<file path="src/rtl/nibble_serial_add_arbiter.sv">
// Two-requester round-robin front end sharing one 4-bit add slice.
// Each accepted operation adds two W-bit operands one nibble per clock, LSB first.
module nibble_serial_add_arbiter #(
   parameter int unsigned NIBBLES = 4
) (
   input  logic                 i_clk,
   input  logic                 i_rst,
   input  logic                 i_req0,
   input  logic                 i_req1,
   input  logic [4*NIBBLES-1:0] i_a0,
   input  logic [4*NIBBLES-1:0] i_b0,
   input  logic [4*NIBBLES-1:0] i_a1,
   input  logic [4*NIBBLES-1:0] i_b1,
   input  logic                 i_cin0,
   input  logic                 i_cin1,
   output logic                 o_gnt0,
   output logic                 o_gnt1,
   output logic                 o_busy,
   output logic                 o_done,
   output logic                 o_done_id,
   output logic [4*NIBBLES-1:0] o_sum,
   output logic                 o_cout
);

   localparam int unsigned W  = 4 * NIBBLES;
   localparam int unsigned IW = (NIBBLES > 1) ? $clog2(NIBBLES) : 1;

   typedef enum logic [1:0] {
      S_IDLE = 2'd0,
      S_ADD  = 2'd1,
      S_DONE = 2'd2
   } state_t;

   state_t          r_state, w_state_n;
   logic [W-1:0]    r_a, w_a_n;
   logic [W-1:0]    r_b, w_b_n;
   logic [W-1:0]    r_res, w_res_n;
   logic [W-1:0]    r_sum, w_sum_n;
   logic [IW-1:0]   r_idx, w_idx_n;
   logic            r_carry, w_carry_n;
   logic            r_cout, w_cout_n;
   logic            r_gnt0, w_gnt0_n;
   logic            r_gnt1, w_gnt1_n;
   logic            r_busy, w_busy_n;
   logic            r_done, w_done_n;
   logic            r_done_id, w_done_id_n;
   logic            r_last_id, w_last_id_n;

   logic            w_win;
   logic [4:0]      w_nib;
   logic [W-1:0]    w_res_mrg;
   logic            w_last;

   // Tie goes to whoever was not served last; a lone request always wins.
   assign w_win     = (i_req0 & i_req1) ? ~r_last_id : i_req1;

   // Operands shift right each nibble, so the slice always sees bits [3:0].
   assign w_nib     = {1'b0, r_a[3:0]} + {1'b0, r_b[3:0]} + {4'b0, r_carry};
   assign w_res_mrg = W'({w_nib[3:0], r_res} >> 4);
   assign w_last    = (r_idx == IW'(NIBBLES - 1));

   always_comb begin
      w_state_n   = r_state;
      w_a_n       = r_a;
      w_b_n       = r_b;
      w_res_n     = r_res;
      w_sum_n     = r_sum;
      w_idx_n     = r_idx;
      w_carry_n   = r_carry;
      w_cout_n    = r_cout;
      w_gnt0_n    = 1'b0;
      w_gnt1_n    = 1'b0;
      w_done_n    = 1'b0;
      w_done_id_n = r_done_id;
      w_last_id_n = r_last_id;

      case (r_state)
         S_IDLE: begin
            if (i_req0 | i_req1) begin
               w_state_n   = S_ADD;
               w_last_id_n = w_win;
               w_a_n       = w_win ? i_a1 : i_a0;
               w_b_n       = w_win ? i_b1 : i_b0;
               w_carry_n   = w_win ? i_cin1 : i_cin0;
               w_idx_n     = '0;
               w_gnt0_n    = ~w_win;
               w_gnt1_n    = w_win;
            end
         end
         S_ADD: begin
            w_res_n   = w_res_mrg;
            w_carry_n = w_nib[4];
            w_a_n     = r_a >> 4;
            w_b_n     = r_b >> 4;
            w_idx_n   = r_idx + IW'(1);
            if (w_last) begin
               w_sum_n     = w_res_mrg;
               w_cout_n    = w_nib[4];
               w_done_n    = 1'b1;
               w_done_id_n = r_last_id;
               w_state_n   = S_DONE;
            end
         end
         S_DONE:  w_state_n = S_IDLE;
         default: w_state_n = S_IDLE;
      endcase

      w_busy_n = (w_state_n != S_IDLE);
   end

   always_ff @(posedge i_clk) begin
      if (i_rst) begin
         r_state   <= S_IDLE;
         r_a       <= '0;
         r_b       <= '0;
         r_res     <= '0;
         r_sum     <= '0;
         r_idx     <= '0;
         r_carry   <= 1'b0;
         r_cout    <= 1'b0;
         r_gnt0    <= 1'b0;
         r_gnt1    <= 1'b0;
         r_busy    <= 1'b0;
         r_done    <= 1'b0;
         r_done_id <= 1'b0;
         r_last_id <= 1'b1;
      end else begin
         r_state   <= w_state_n;
         r_a       <= w_a_n;
         r_b       <= w_b_n;
         r_res     <= w_res_n;
         r_sum     <= w_sum_n;
         r_idx     <= w_idx_n;
         r_carry   <= w_carry_n;
         r_cout    <= w_cout_n;
         r_gnt0    <= w_gnt0_n;
         r_gnt1    <= w_gnt1_n;
         r_busy    <= w_busy_n;
         r_done    <= w_done_n;
         r_done_id <= w_done_id_n;
         r_last_id <= w_last_id_n;
      end
   end

   assign o_gnt0    = r_gnt0;
   assign o_gnt1    = r_gnt1;
   assign o_busy    = r_busy;
   assign o_done    = r_done;
   assign o_done_id = r_done_id;
   assign o_sum     = r_sum;
   assign o_cout    = r_cout;

endmodule

</file>
<file path="config.mk">
export PLATFORM = sky130hd
export DESIGN_NAME = nibble_serial_add_arbiter
export DESIGN_NICKNAME = d
export VERILOG_FILES = /design/src/rtl/nibble_serial_add_arbiter.sv
export SDC_FILE = /design/constraint.sdc
export NUM_CORES = 1
export LEC_CHECK = 0
export ABC_AREA = 1
export CAP_MARGIN = 5
export CORE_MARGIN = 8
export CORE_UTILIZATION = 47
export CTS_BUF_LIST = sky130_fd_sc_hd__clkbuf_8
export CTS_CLUSTER_DIAMETER = 40
export DETAILED_ROUTE_END_ITERATION = 16
export GPL_TIMING_DRIVEN = 0
export HOLD_SLACK_MARGIN = 0.05
export PLACE_DENSITY = 0.88
export REMOVE_ABC_BUFFERS = 1
export SLEW_MARGIN = 20
export SYNTH_ARGS = -nofsm -noshare
export SYNTH_HDL_FRONTEND = slang
export SYNTH_SLANG_ARGS = --single-unit
export TNS_END_PERCENT = 30
</file>
<file path="constraint.sdc">
create_clock -name i_clk -period 2.55 [get_ports i_clk]
set_clock_uncertainty 0.15 [all_clocks]
set_input_delay 0.6375 -clock i_clk [delete_from_list [all_inputs] [get_ports i_clk]]
set_output_delay 0.6375 -clock i_clk [all_outputs]
set_load 0.005 [all_outputs]
</file>
======== After elaboration in Yosys (flattened, before gate mapping) ========
Index checks and enable logic that the tools add are counted.
word-level totals
  flip-flop bits (word level) ............. 76
  bits of input ports ..................... 70
  output and inout port bits .............. 22
  logic and storage cells ................. 51
cells by class
  add/subtract/negate cells ............... 3
  equality and inequality tests ........... 3
  mux-type cells .......................... 16
  bitwise logic cells ..................... 7
  reduce and logical (&&, ||, !) cells .... 8
operators by type and width
  cell                                           count
  two-way mux 16 bit                             4
  one-hot mux 16 bit (2 select lines)            2
  one-hot mux 2 bit (2 select lines)             2
  two-way mux 2 bit                              3
  AND reduction 2 bit                            3
  adder 4 x 4 -> 5 bit                           1
  adder 5 x 1 -> 5 bit                           1
  NOT 1 bit                                      5
  two-way mux 1 bit                              4
  nonzero test 2 bit                             2
  OR reduction 3 bit                             1
  adder 2 x 1 -> 2 bit, second input constant    1
  == test 2 x 1 -> 1 bit, second input constant  1
  == test 2 bit, second input constant           1
  zero test 2 bit                                1
  inequality test 2 bit, second input constant   1
  one-hot mux 1 bit (2 select lines)             1
  OR reduction 2 bit                             1
  AND 1 bit                                      1
  bitwise OR 1 bit                               1

======== Logic depth before layout (Yosys ltp) ========
Gate-level depths: netlist (run 1).
  word-level depth ........................ 5
  depth in mapped cells ................... 10
  depth with buffers taken out ............ 10

======== Worst setup path after synthesis (run 1) ========
Ideal clock, no wire load.
  kind .................................... reg-to-reg
  start point ............................. register r_a[0]
  end point ............................... register r_carry
  library setup time ...................... 0.057 ns
  arrival ................................. 1.591 ns
  data required time ...................... 2.343 ns
  slack ................................... 0.752 ns
  cell stages (with the launch flop) ...... 11
  buffers on the path ..................... 0
  clock period less this slack ............ 1.798 ns
  path through ............................ dfxtp_1 inv_1 fa_1 fa_1 inv_1 nand3_1 nand2_1 nand2_1 nand3_1 nand2_1 inv_1
between the ends
  word-level cells in the longest chain between the ends .. 3
RTL lines
  element                             line  text
  start, declared                     35    logic [W-1:0] r_a, w_a_n;
  start signal, assigned              129   r_a <= w_a_n;
  adder 4 x 4 -> 5 bit                58    assign w_nib = {1'b0, r_a[3:0]} + {1'b0, r_b[3:0]} + {4'b0, r_carry};
  adder 5 x 1 -> 5 bit                58
  one-hot mux 1 bit (2 select lines)  77    case (r_state)
  end signal, assigned                134   r_carry <= w_carry_n;
  end, declared                       40    logic r_carry, w_carry_n;
Every way passes these cells.
A chain may end at the register's enable or synchronous reset.

======== Worst setup path after layout (run 1) ========
  start point ............................. input port i_req0
  end point ............................... register r_a[2]
between the ends
  word-level cells in the longest chain between the ends .. 5
  elaborated cells between the ends (all ways) .. 8
  those cells by class .................... eq/ne: 1; mux: 4; bitwise: 2; reduce/logical: 1
RTL lines
  element                              line  text
  start, declared                      8     input logic i_req0,
  AND 1 bit                            55    assign w_win = (i_req0 & i_req1) ? ~r_last_id : i_req1;
  two-way mux 1 bit                    55
  two-way mux 16 bit                   82    w_a_n = w_win ? i_a1 : i_a0;
  two-way mux 16 bit                   79    if (i_req0 | i_req1) begin
  one-hot mux 16 bit (2 select lines)  77
Parallel ways exist; a longest one is shown, timed or not. The select of a mux whose other input is x is not followed.

==> results.sh, run 1 <==
export IMPL_p_int_uw=2239
export IMPL_syn_area_sq_um=3508
export IMPL_top_layer="met4"
export IMPL_path_clk_slew_ns=0.07
export IMPL_setup_violations=0
export IMPL_worst_slew_pin_slew_ns=0.9570
export IMPL_cp_arrival_ns=2.53
export IMPL_crit_fanout=34
export IMPL_r2r_slack_ns=0.46
export IMPL_seqPwrFrac_pct=41.7
export IMPL_power_switching_uw=847.0
export IMPL_postCtsHoldBufs=0
export IMPL_slowest_delay_ns=0.53
export IMPL_cp_data_required_time_ns=2.67
export IMPL_ios=92
export IMPL_coreArea_sq_um=7253
export IMPL_met2WireLength_mm=3.954
export IMPL_grt_pass1_wl_mm=14.55
export IMPL_endpoint_kind="flip-flop"
export IMPL_cts_tree="yes"
export IMPL_fin_nets=666
export IMPL_critPathBufInv=2
export IMPL_fill_cells=656
export IMPL_layout_drive_gt1_share_pct=5.210
export IMPL_first_pass_iters=5
export IMPL_hold_class="flip-flop to flip-flop"
export IMPL_place_area_sq_um=4372
export IMPL_grt_use_total_pct=17.09
export IMPL_overflow=0
export IMPL_die_area_sq_um=10480
export IMPL_path_common_cell="nor2_1"
export IMPL_die_h_um=102.4
export IMPL_cts_buffers=9
export IMPL_fmax_ghz=0.4160
export IMPL_clockRootBuffer="clkbuf_8"
export IMPL_yosys_top_cells_area="dfxtp_1 (41%), nor2_1 (14%), nand2_1 (12%)"
export IMPL_vdd_ir_drop_max_v=0.0003692
export IMPL_maxSlewHeadroom_pct=36.19
export IMPL_routedWlPerCell_um=12.57
export IMPL_dr_total_vias=3440
export IMPL_ys_types=24
export IMPL_wirelength_mm=8.722
export IMPL_die_w_um=102.4
export IMPL_syn_inst=519
export IMPL_fin_hold_ws_ns=0.3160
export IMPL_drtIter0Drc=199
export IMPL_synth_edff_count=0
export IMPL_outcome="completed"
export IMPL_hold_depth=2
export IMPL_cts_buffer_depth=2
export IMPL_leakage_uw=0.002082
export IMPL_slew_violations=0
export IMPL_crit_slowest_cell="clkdlybuf4s50_1"
export IMPL_period_share_pct=94.26
export IMPL_yosysTopAreaCell="dfxtp_1"
export IMPL_postCtsSetupBuffers=0
export IMPL_synth_seq_area_share_pct=41.08
export IMPL_num_rows=31
export IMPL_power_frac_comb_pct=20.0
export IMPL_path_class="input pin to flip-flop"
export IMPL_wl_met1_mm=3.997
export IMPL_viasPerCell=4.957
export IMPL_route_detailed_drc=0
export IMPL_area_growth_synth_to_final_pct=33.13
export IMPL_ys_ff_latch=72
export IMPL_postRouteAntennaNets=0
export IMPL_wl_met3_um=545
export IMPL_h_tree_depth=3
export IMPL_synth_common_cells="nor2_1 (130), nand2_1 (116), dfxtp_1 (72)"
export IMPL_crit_path_cell_trace="clkdlybuf4s50_1 -> nand2_4 -> nand2_2 -> inv_4 -> nor2_1 -> nor2_1 -> nor2_1 -> nor2_1"
export IMPL_synth_ff_type="dfxtp_1"
export IMPL_yosysTopAreaCellShare_pct=41.08
export IMPL_antenna_found_initial=0
export IMPL_path_delay_family="simple AND/OR/NAND/NOR gates"
export IMPL_rsz0062_at_grt="false"
export IMPL_clk_latency_ns=0.34
export IMPL_synth_area_per_cell_sq_um=6.760
export IMPL_async_flop_share_pct=0
export IMPL_power_density_nw_per_um2=660.6
export IMPL_layout_cells_non_filler=694
export IMPL_power_switching_share_pct=27.45
export IMPL_r2r_worst_path_cells=6
export IMPL_fin_area_sq_um=4671
export IMPL_cp_depth=8
export IMPL_start_kind="input pin"
export IMPL_portBuffers=91
export IMPL_yosysMostFrequentCell="nor2_1"
export IMPL_grt_max_degree=44
export IMPL_min_period_ns=2.404
export IMPL_finalHoldViolations=0
export IMPL_gp_congestion=0.8045
export IMPL_drv_cap=0
export IMPL_diodes=0
export IMPL_placedCellCount=677
export IMPL_yosys_warnings=0
export IMPL_grt_pass1_vias=3377
export IMPL_cts_sinks=72
export IMPL_initial_utilization_pct=48.37
export IMPL_post_dp_hpwl_mm=5.930
export IMPL_clock_power_share_pct=38.4
[flip-flops by register name (all words and copies together), names as in the netlist, 2 cells and up]
name and cells:
r_res 12, r_idx 2, o_sum 16, r_state 2
r_b 16, r_a 16
[final timing paths]
kind | start | to
max | i_req0 | r_a[2]
min | r_a[14] | r_a[14]
max reg2reg | r_state[1] | r_idx[0]
min reg2reg | r_a[14] | r_a[14]
[metal layers]
| layer | global-route usage, % | up-vias |
|---|---|---|
| met3 | 5.041 | 24 |
| met5 | 0 | - |
| li1 | - | 1782 |
| met1 | 19.99 | 1526 |
| met2 | 27.94 | 108 |
| met4 | 8.239 | 0 |
[layout by cell type (no fill, tap or decap), types with 3 or more instances in the layout]
cell	netlist	layout
a21oi_1	18	18
bufinv_16	0	4
nor2_1	130	128
o21ai_0	22	22
clkbuf_8	0	9
nand3_1	50	50
ha_1	4	4
clkinvlp_4	0	3
nand3b_1	32	32
nand2_1	116	115
dfxtp_1	72	72
inv_1	28	27
clkdlybuf4s50_1	0	89
[logic make-up after synthesis]
group	after synthesis	synth area share (%)
flops	72	41.08
fa+ha+maj	6	2.568
simple gates	333	41.69
buf+inv	64	8.024
compound gates	43	6.384
xor+xnor	1	0.2497
[per-stage QoR]
step	setup WS (ns)	total power, uW	util, %	TNS, ns
floorplan	0.5231	1670	-	0
CTS	0.1386	3089	64.17	0
global placement	-1.270	1891	60.41	-68.49
finish	0.1464	3086	64.40	0
detailed placement	-0.7035	1914	60.27	-20.54
global route	0.05333	3237	64.40	0
[worst min-delay path: cells and delay by family (launching register included)]
family / cells / cell delay (ns)
flip-flops: 1 / 0.31
AND/OR/NAND/NOR: 1 / 0.06
AO/OA/AOI/OAI: 1 / 0.05
[layout make-up]
type                            count  area (sq um)  area share [%]
Multi-Input combinational cell    383          1803           38.60
Clock inverter                      7         143.9           3.081
Clock buffer                        9         123.9           2.652
Tap cell                           99         123.9           2.652
Sequential cell                    72          1441           30.86
Timing Repair Buffer               91         903.4           19.34
Timing Repair inverter              1         5.005          0.1072
Inverter                           32         126.4           2.706
[timing repair]
item | in CTS | in global routing
endpoints found under the setup margin | 37 | 16
pin swaps | 0 | 0
hold endpoints to repair | 0 | 0
gates cloned | 0 | 1
resized for setup | 5 | 3
[power groups by stage]
| stage | logic (uW) | registers, uW | clock network (uW) |
|---|---|---|---|
| after global routing | 698 | 1300 | 1240 |
| final | 616 | 1290 | 1180 |
| after detailed placement | 606 | 1310 | 0 |
| after floorplan | 374 | 1300 | 0 |
| after global placement | 588 | 1300 | 0 |
| after CTS | 616 | 1280 | 1190 |
Power figures use the tool's default switching activity.
==> inputs of run 2 (changes only) <==
--- a/config.mk
+++ b/config.mk
@@ -15,6 +15,7 @@
 export GPL_TIMING_DRIVEN = 0
 export HOLD_SLACK_MARGIN = 0.05
 export PLACE_DENSITY = 0.88
+export RECOVER_POWER = 50
 export REMOVE_ABC_BUFFERS = 1
 export SLEW_MARGIN = 20
 export SYNTH_ARGS = -nofsm -noshare
==> constraint.sdc (replaced) <==
create_clock -name i_clk -period 2.59 [get_ports i_clk]
set_clock_uncertainty 0.15 [all_clocks]
set_input_delay 0.6475 -clock i_clk [delete_from_list [all_inputs] [get_ports i_clk]]
set_output_delay 0.6475 -clock i_clk [all_outputs]
set_load 0.005 [all_outputs]
==> run 2 against run 1 <==
Register-to-register slack got worse by 0.27 ns. Final area is 0.35% lower. First-iteration DRC count is 5.0% lower. Sequential share of layout area is 0.11 points higher. Total power fell by 1.8%. Largest power group unchanged. Flip-flop and latch count did not move. Largest cell class unchanged.
==> results.sh, run 2 (same netlist as run 1, synthesis figures left out) <==
export IMPL_outcome="completed"
export IMPL_slew_violations=0
export IMPL_vdd_ir_drop_max_v=0.0003700
export IMPL_clk_latency_ns=0.35
export IMPL_grt_use_total_pct=17.09
export IMPL_worst_slew_pin_slew_ns=0.9672
export IMPL_finalHoldViolations=0
export IMPL_diodes=0
export IMPL_initial_utilization_pct=48.37
export IMPL_num_rows=31
export IMPL_first_pass_iters=4
export IMPL_cts_tree="yes"
export IMPL_maxSlewHeadroom_pct=35.51
export IMPL_rsz0062_at_grt="true"
export IMPL_drtIter0Drc=189
export IMPL_fin_nets=665
export IMPL_cp_data_required_time_ns=2.67
export IMPL_layout_cells_non_filler=693
export IMPL_finalSetupTns_ns=0
export IMPL_leakage_uw=0.002161
export IMPL_wirelength_mm=8.641
export IMPL_dr_total_vias=3400
export IMPL_drv_cap=0
export IMPL_cts_sinks=72
export IMPL_placedCellCount=677
export IMPL_route_detailed_drc=0
export IMPL_clockRootBuffer="clkbuf_8"
export IMPL_layout_drive_gt1_share_pct=4.377
export IMPL_overflow=0
export IMPL_seqPwrFrac_pct=41.8
export IMPL_h_tree_depth=3
export IMPL_power_switching_uw=829.7
export IMPL_utilization_pct=64.17
export IMPL_path_common_cell="inv_1"
export IMPL_grt_pass1_wl_mm=14.55
export IMPL_crit_slowest_cell="nor2_1"
export IMPL_hold_class="flip-flop to flip-flop"
export IMPL_path_delay_family="simple AND/OR/NAND/NOR gates"
export IMPL_final_common_cell="nor2_1"
export IMPL_antenna_found_initial=0
export IMPL_path_class="flip-flop to flip-flop"
export IMPL_power_switching_share_pct=27.39
export IMPL_gp_congestion=0.8045
export IMPL_portBuffers=91
export IMPL_routedWlPerCell_um=12.47
export IMPL_viasPerCell=4.906
export IMPL_period_share_pct=92.66
export IMPL_min_delay_start="r_a[14]"
export IMPL_cp_arrival_ns=2.48
export IMPL_crit_fanout=37
export IMPL_critPathBufInv=2
export IMPL_p_total_uw=3030
export IMPL_die_area_sq_um=10480
export IMPL_min_period_ns=2.400
export IMPL_power_frac_comb_pct=19.7
export IMPL_postRouteAntennaNets=0
export IMPL_start_kind="flip-flop"
export IMPL_postCtsHoldBufs=0
export IMPL_slowest_delay_ns=0.71
export IMPL_grt_pass1_vias=3377
export IMPL_clock_power_share_pct=38.5
export IMPL_grt_max_degree=44
export IMPL_p_int_uw=2200
export IMPL_path_clk_slew_ns=0.07
export IMPL_post_dp_hpwl_mm=5.930
export IMPL_cts_buffer_depth=2
export IMPL_fmax_ghz=0.4167
export IMPL_r2r_start="r_state[1]"
export IMPL_ios=92
export IMPL_critPathLaunch="r_state[1]"
export IMPL_cts_buffers=9
export IMPL_power_density_nw_per_um2=651.0
export IMPL_endpoint_kind="flip-flop"
export IMPL_die_h_um=102.4
export IMPL_area_growth_synth_to_final_pct=32.67
export IMPL_coreArea_sq_um=7253
export IMPL_layout_common_cells="nor2_1 (130), nand2_1 (115), dfxtp_1 (72)"
export IMPL_die_w_um=102.4
export IMPL_crit_path_cell_trace="inv_1 -> nand2_4 -> nor2_1 -> inv_1 -> nand3_1 -> o21ai_0"
export IMPL_setup_violations=0
run 2: power groups by stage:
stage / Sequential [uW] / Combinational [uW] / Clock (uW)
after floorplan: 1280 / 368 / 0
final: 1270 / 598 / 1170
after global routing: 1280 / 680 / 1220
after global placement: 1280 / 579 / 0
after detailed placement: 1290 / 596 / 0
after CTS: 1260 / 605 / 1170
run 2: routing by layer:
| metal | GRT usage, % | part of all wire, % |
|---|---|---|
| met1 | 19.99 | 45 |
| met2 | 27.94 | 46 |
| met3 | 5.041 | 6.8 |
| met4 | 8.239 | 2.0 |
| met5 | 0 | 0 |
run 2: stage by stage:
| stage | setup WS [ns] | instance area [sq um] | hold WS (ns) |
|---|---|---|---|
| 2_1_floorplan | 0.5531 | 3347 | 0.2802 |
| 3_3_place_gp | -1.240 | 4382 | 0.2936 |
| 3_5_place_dp | -0.6735 | 4372 | 0.3055 |
| 4_1_cts | 0.002321 | 4649 | 0.3151 |
| 5_1_grt | -0.08772 | 4654 | 0.3332 |
| 6_report | 0.1901 | 4654 | 0.3155 |
run 2: final timing paths:
path	to	slack [ns]	cells after the start
worst max-delay path	o_sum[11]	0.19	6
worst max register to register	o_sum[11]	0.19	6
worst min register to register	r_a[14]	0.32	2
worst min-delay path	r_a[14]	0.32	2
run 2: cell type report:
cell class | count | area, sq um
fill | 659 | 2599
multi-input combinational | 383 | 1798
sequential | 72 | 1441
timing repair buffer | 91 | 900.9
clock inverter | 7 | 143.9
clock buffer | 9 | 123.9
tap | 99 | 123.9
inverter | 32 | 122.6
run 2: repair_timing:
| action | 4_1_cts | 5_1_grt |
|---|---|---|
| endpoints found under the hold margin | 0 | 0 |
| gates resized for setup | 3 | 3 |
| buffers inserted | 0 | 0 |
| pin swaps | 0 | 0 |
| setup endpoints to repair | 27 | 41 |
run 2: worst min-delay path, delay by kind of cell (launching register included):
| family | cells | cell delay, ns |
|---|---|---|
| and+or+nand+nor | 1 | 0.06 |
| DFF | 1 | 0.31 |
| AOI/OAI and AO/OA | 1 | 0.05 |
==> inputs of run 3 (changes only) <==
--- a/config.mk
+++ b/config.mk
@@ -7,7 +7,6 @@
 export LEC_CHECK = 0
 export ABC_AREA = 1
 export CAP_MARGIN = 5
-export CORE_MARGIN = 8
 export CORE_UTILIZATION = 47
 export CTS_BUF_LIST = sky130_fd_sc_hd__clkbuf_8
 export CTS_CLUSTER_DIAMETER = 40
==> run 3 against run 2 <==
Global-route usage grew 4.9 points. Register-to-register slack gained 0.15 ns. Setup slack lost 0.056 ns. Combinational power is essentially flat. Critical path type is now input pin to flip-flop. Final area shrank 0.59%. Total power shrank 3.8%. Critical path depth is the same. Sequential share of layout area grew 0.18 points. Critical endpoint is now o_sum[10].
==> results.sh, run 3 (same netlist as run 1, synthesis figures left out) <==
export IMPL_fmax_ghz=0.4071
export IMPL_num_rows=31
export IMPL_postCtsHoldBufs=0
export IMPL_cts_tree="yes"
export IMPL_period_share_pct=94.84
export IMPL_route_detailed_drc=0
export IMPL_grt_pass1_vias=3032
export IMPL_cts_buffer_depth=2
export IMPL_rsz0062_at_grt="true"
export IMPL_area_growth_synth_to_final_pct=31.88
export IMPL_path_class="input pin to flip-flop"
export IMPL_path_clk_slew_ns=0.07
export IMPL_crit_path_cell_trace="buf_2 -> inv_1 -> nand2_1 -> clkinv_1 -> nand2_1 -> nand2_1"
export IMPL_placedCellCount=677
export IMPL_viasPerCell=4.921
export IMPL_portBuffers=91
export IMPL_fin_hold_ws_ns=0.3129
export IMPL_grt_use_total_pct=22.02
export IMPL_die_area_sq_um=7814
export IMPL_overflow=0
export IMPL_grt_pass1_wl_mm=13.39
export IMPL_h_tree_depth=3
export IMPL_layout_common_cells="nor2_1 (128), nand2_1 (115), dfxtp_1 (72)"
export IMPL_leakage_uw=0.002156
export IMPL_worst_slew_pin_slew_ns=0.9697
export IMPL_endpoint_kind="flip-flop"
export IMPL_cts_sinks=72
export IMPL_drtIter0Drc=180
export IMPL_setup_violations=0
export IMPL_diodes=0
export IMPL_dr_total_vias=3410
export IMPL_clk_latency_ns=0.35
export IMPL_fin_nets=665
export IMPL_grt_max_degree=44
export IMPL_cp_arrival_ns=2.54
export IMPL_cp_data_required_time_ns=2.68
export IMPL_final_common_cell="nor2_1"
export IMPL_antenna_found_initial=0
export IMPL_slowest_delay_ns=0.59
export IMPL_gp_congestion=0.7731
export IMPL_layout_cells_non_filler=693
export IMPL_hold_class="flip-flop to flip-flop"
export IMPL_layout_drive_gt1_share_pct=4.545
export IMPL_vdd_ir_drop_max_v=0.0003467
export IMPL_clockRootBuffer="clkbuf_8"
export IMPL_ios=92
export IMPL_die_w_um=88.40
export IMPL_power_density_nw_per_um2=630.0
export IMPL_slew_violations=0
export IMPL_cts_buffers=9
export IMPL_finalHoldViolations=0
export IMPL_finalSetupTns_ns=0
export IMPL_wirelength_mm=7.932
export IMPL_critPathBufInv=3
export IMPL_post_dp_hpwl_mm=5.240
export IMPL_maxSlewHeadroom_pct=35.34
export IMPL_crit_slowest_cell="inv_1"
export IMPL_postRouteAntennaNets=0
export IMPL_drv_cap=0
export IMPL_path_delay_family="buffers and inverters"
export IMPL_start_kind="input pin"
export IMPL_initial_utilization_pct=48.63
export IMPL_coreArea_sq_um=7214
export IMPL_path_common_cell="nand2_1"
export IMPL_routedWlPerCell_um=11.45
export IMPL_crit_fanout=38
export IMPL_min_period_ns=2.456
export IMPL_postCtsSetupBuffers=0
export IMPL_die_h_um=88.40
export IMPL_outcome="completed"
export IMPL_first_pass_iters=4
[run 3: worst paths after layout]
path / slack [ns] / from / cells past startpoint / end
setup / recovery: 0.13 / i_rst / 6 / o_sum[10]
hold / removal: 0.31 / r_a[13] / 2 / r_a[13]
setup reg to reg: 0.34 / r_state[1] / 6 / o_sum[12]
hold reg to reg: 0.31 / r_a[13] / 2 / r_a[13]
[run 3: cell type report]
cell class / instances / area [sq um]
Fill cell: 631 / 2587
Multi-Input combinational cell: 383 / 1803
Sequential cell: 72 / 1441
Timing Repair Buffer: 91 / 900.9
Clock buffer: 9 / 123.9
Tap cell: 99 / 123.9
Inverter: 32 / 122.6
Clock inverter: 7 / 111.4
[run 3: metal layers]
layer,GRT usage [%],up-vias,wire (um)
li1,-,1777,-
met1,26.60,1497,3547
met2,37.41,119,3718
met3,5.131,17,494
met4,9.677,0,172
met5,0,-,0
[run 3: worst min-delay path: cells and delay by family, from the launching register on]
family	cells	cell delay (ns)
AND/OR/NAND/NOR	1	0.06
flip-flops	1	0.31
AO/OA/AOI/OAI	1	0.05
[run 3: where the power goes]
part	leakage, uW	switching (uW)	internal [uW]
Clock	0.000120	419	633
Combinational	0.00145	347	253
Sequential	0.000590	55.1	1210
[run 3: timing repair]
item | in CTS | in global routing
gates cloned | 0 | 0
hold endpoints to repair | 0 | 0
endpoints found under the setup margin | 35 | 43
resized for setup | 3 | 3
[run 3: stage by stage]
stage / total power (uW) / cell area, sq um / utilization, % / worst slack [ns]
3_5_place_dp: 1882 / 4372 / 60.60 / -0.6793
4_1_cts: 2923 / 4617 / 64.00 / 0.03700
6_report: 2915 / 4627 / 64.13 / 0.1337
3_3_place_gp: 1863 / 4382 / 60.74 / -1.282
5_1_grt: 3061 / 4627 / 64.13 / -0.04498
2_1_floorplan: 1644 / 3347 / - / 0.5531
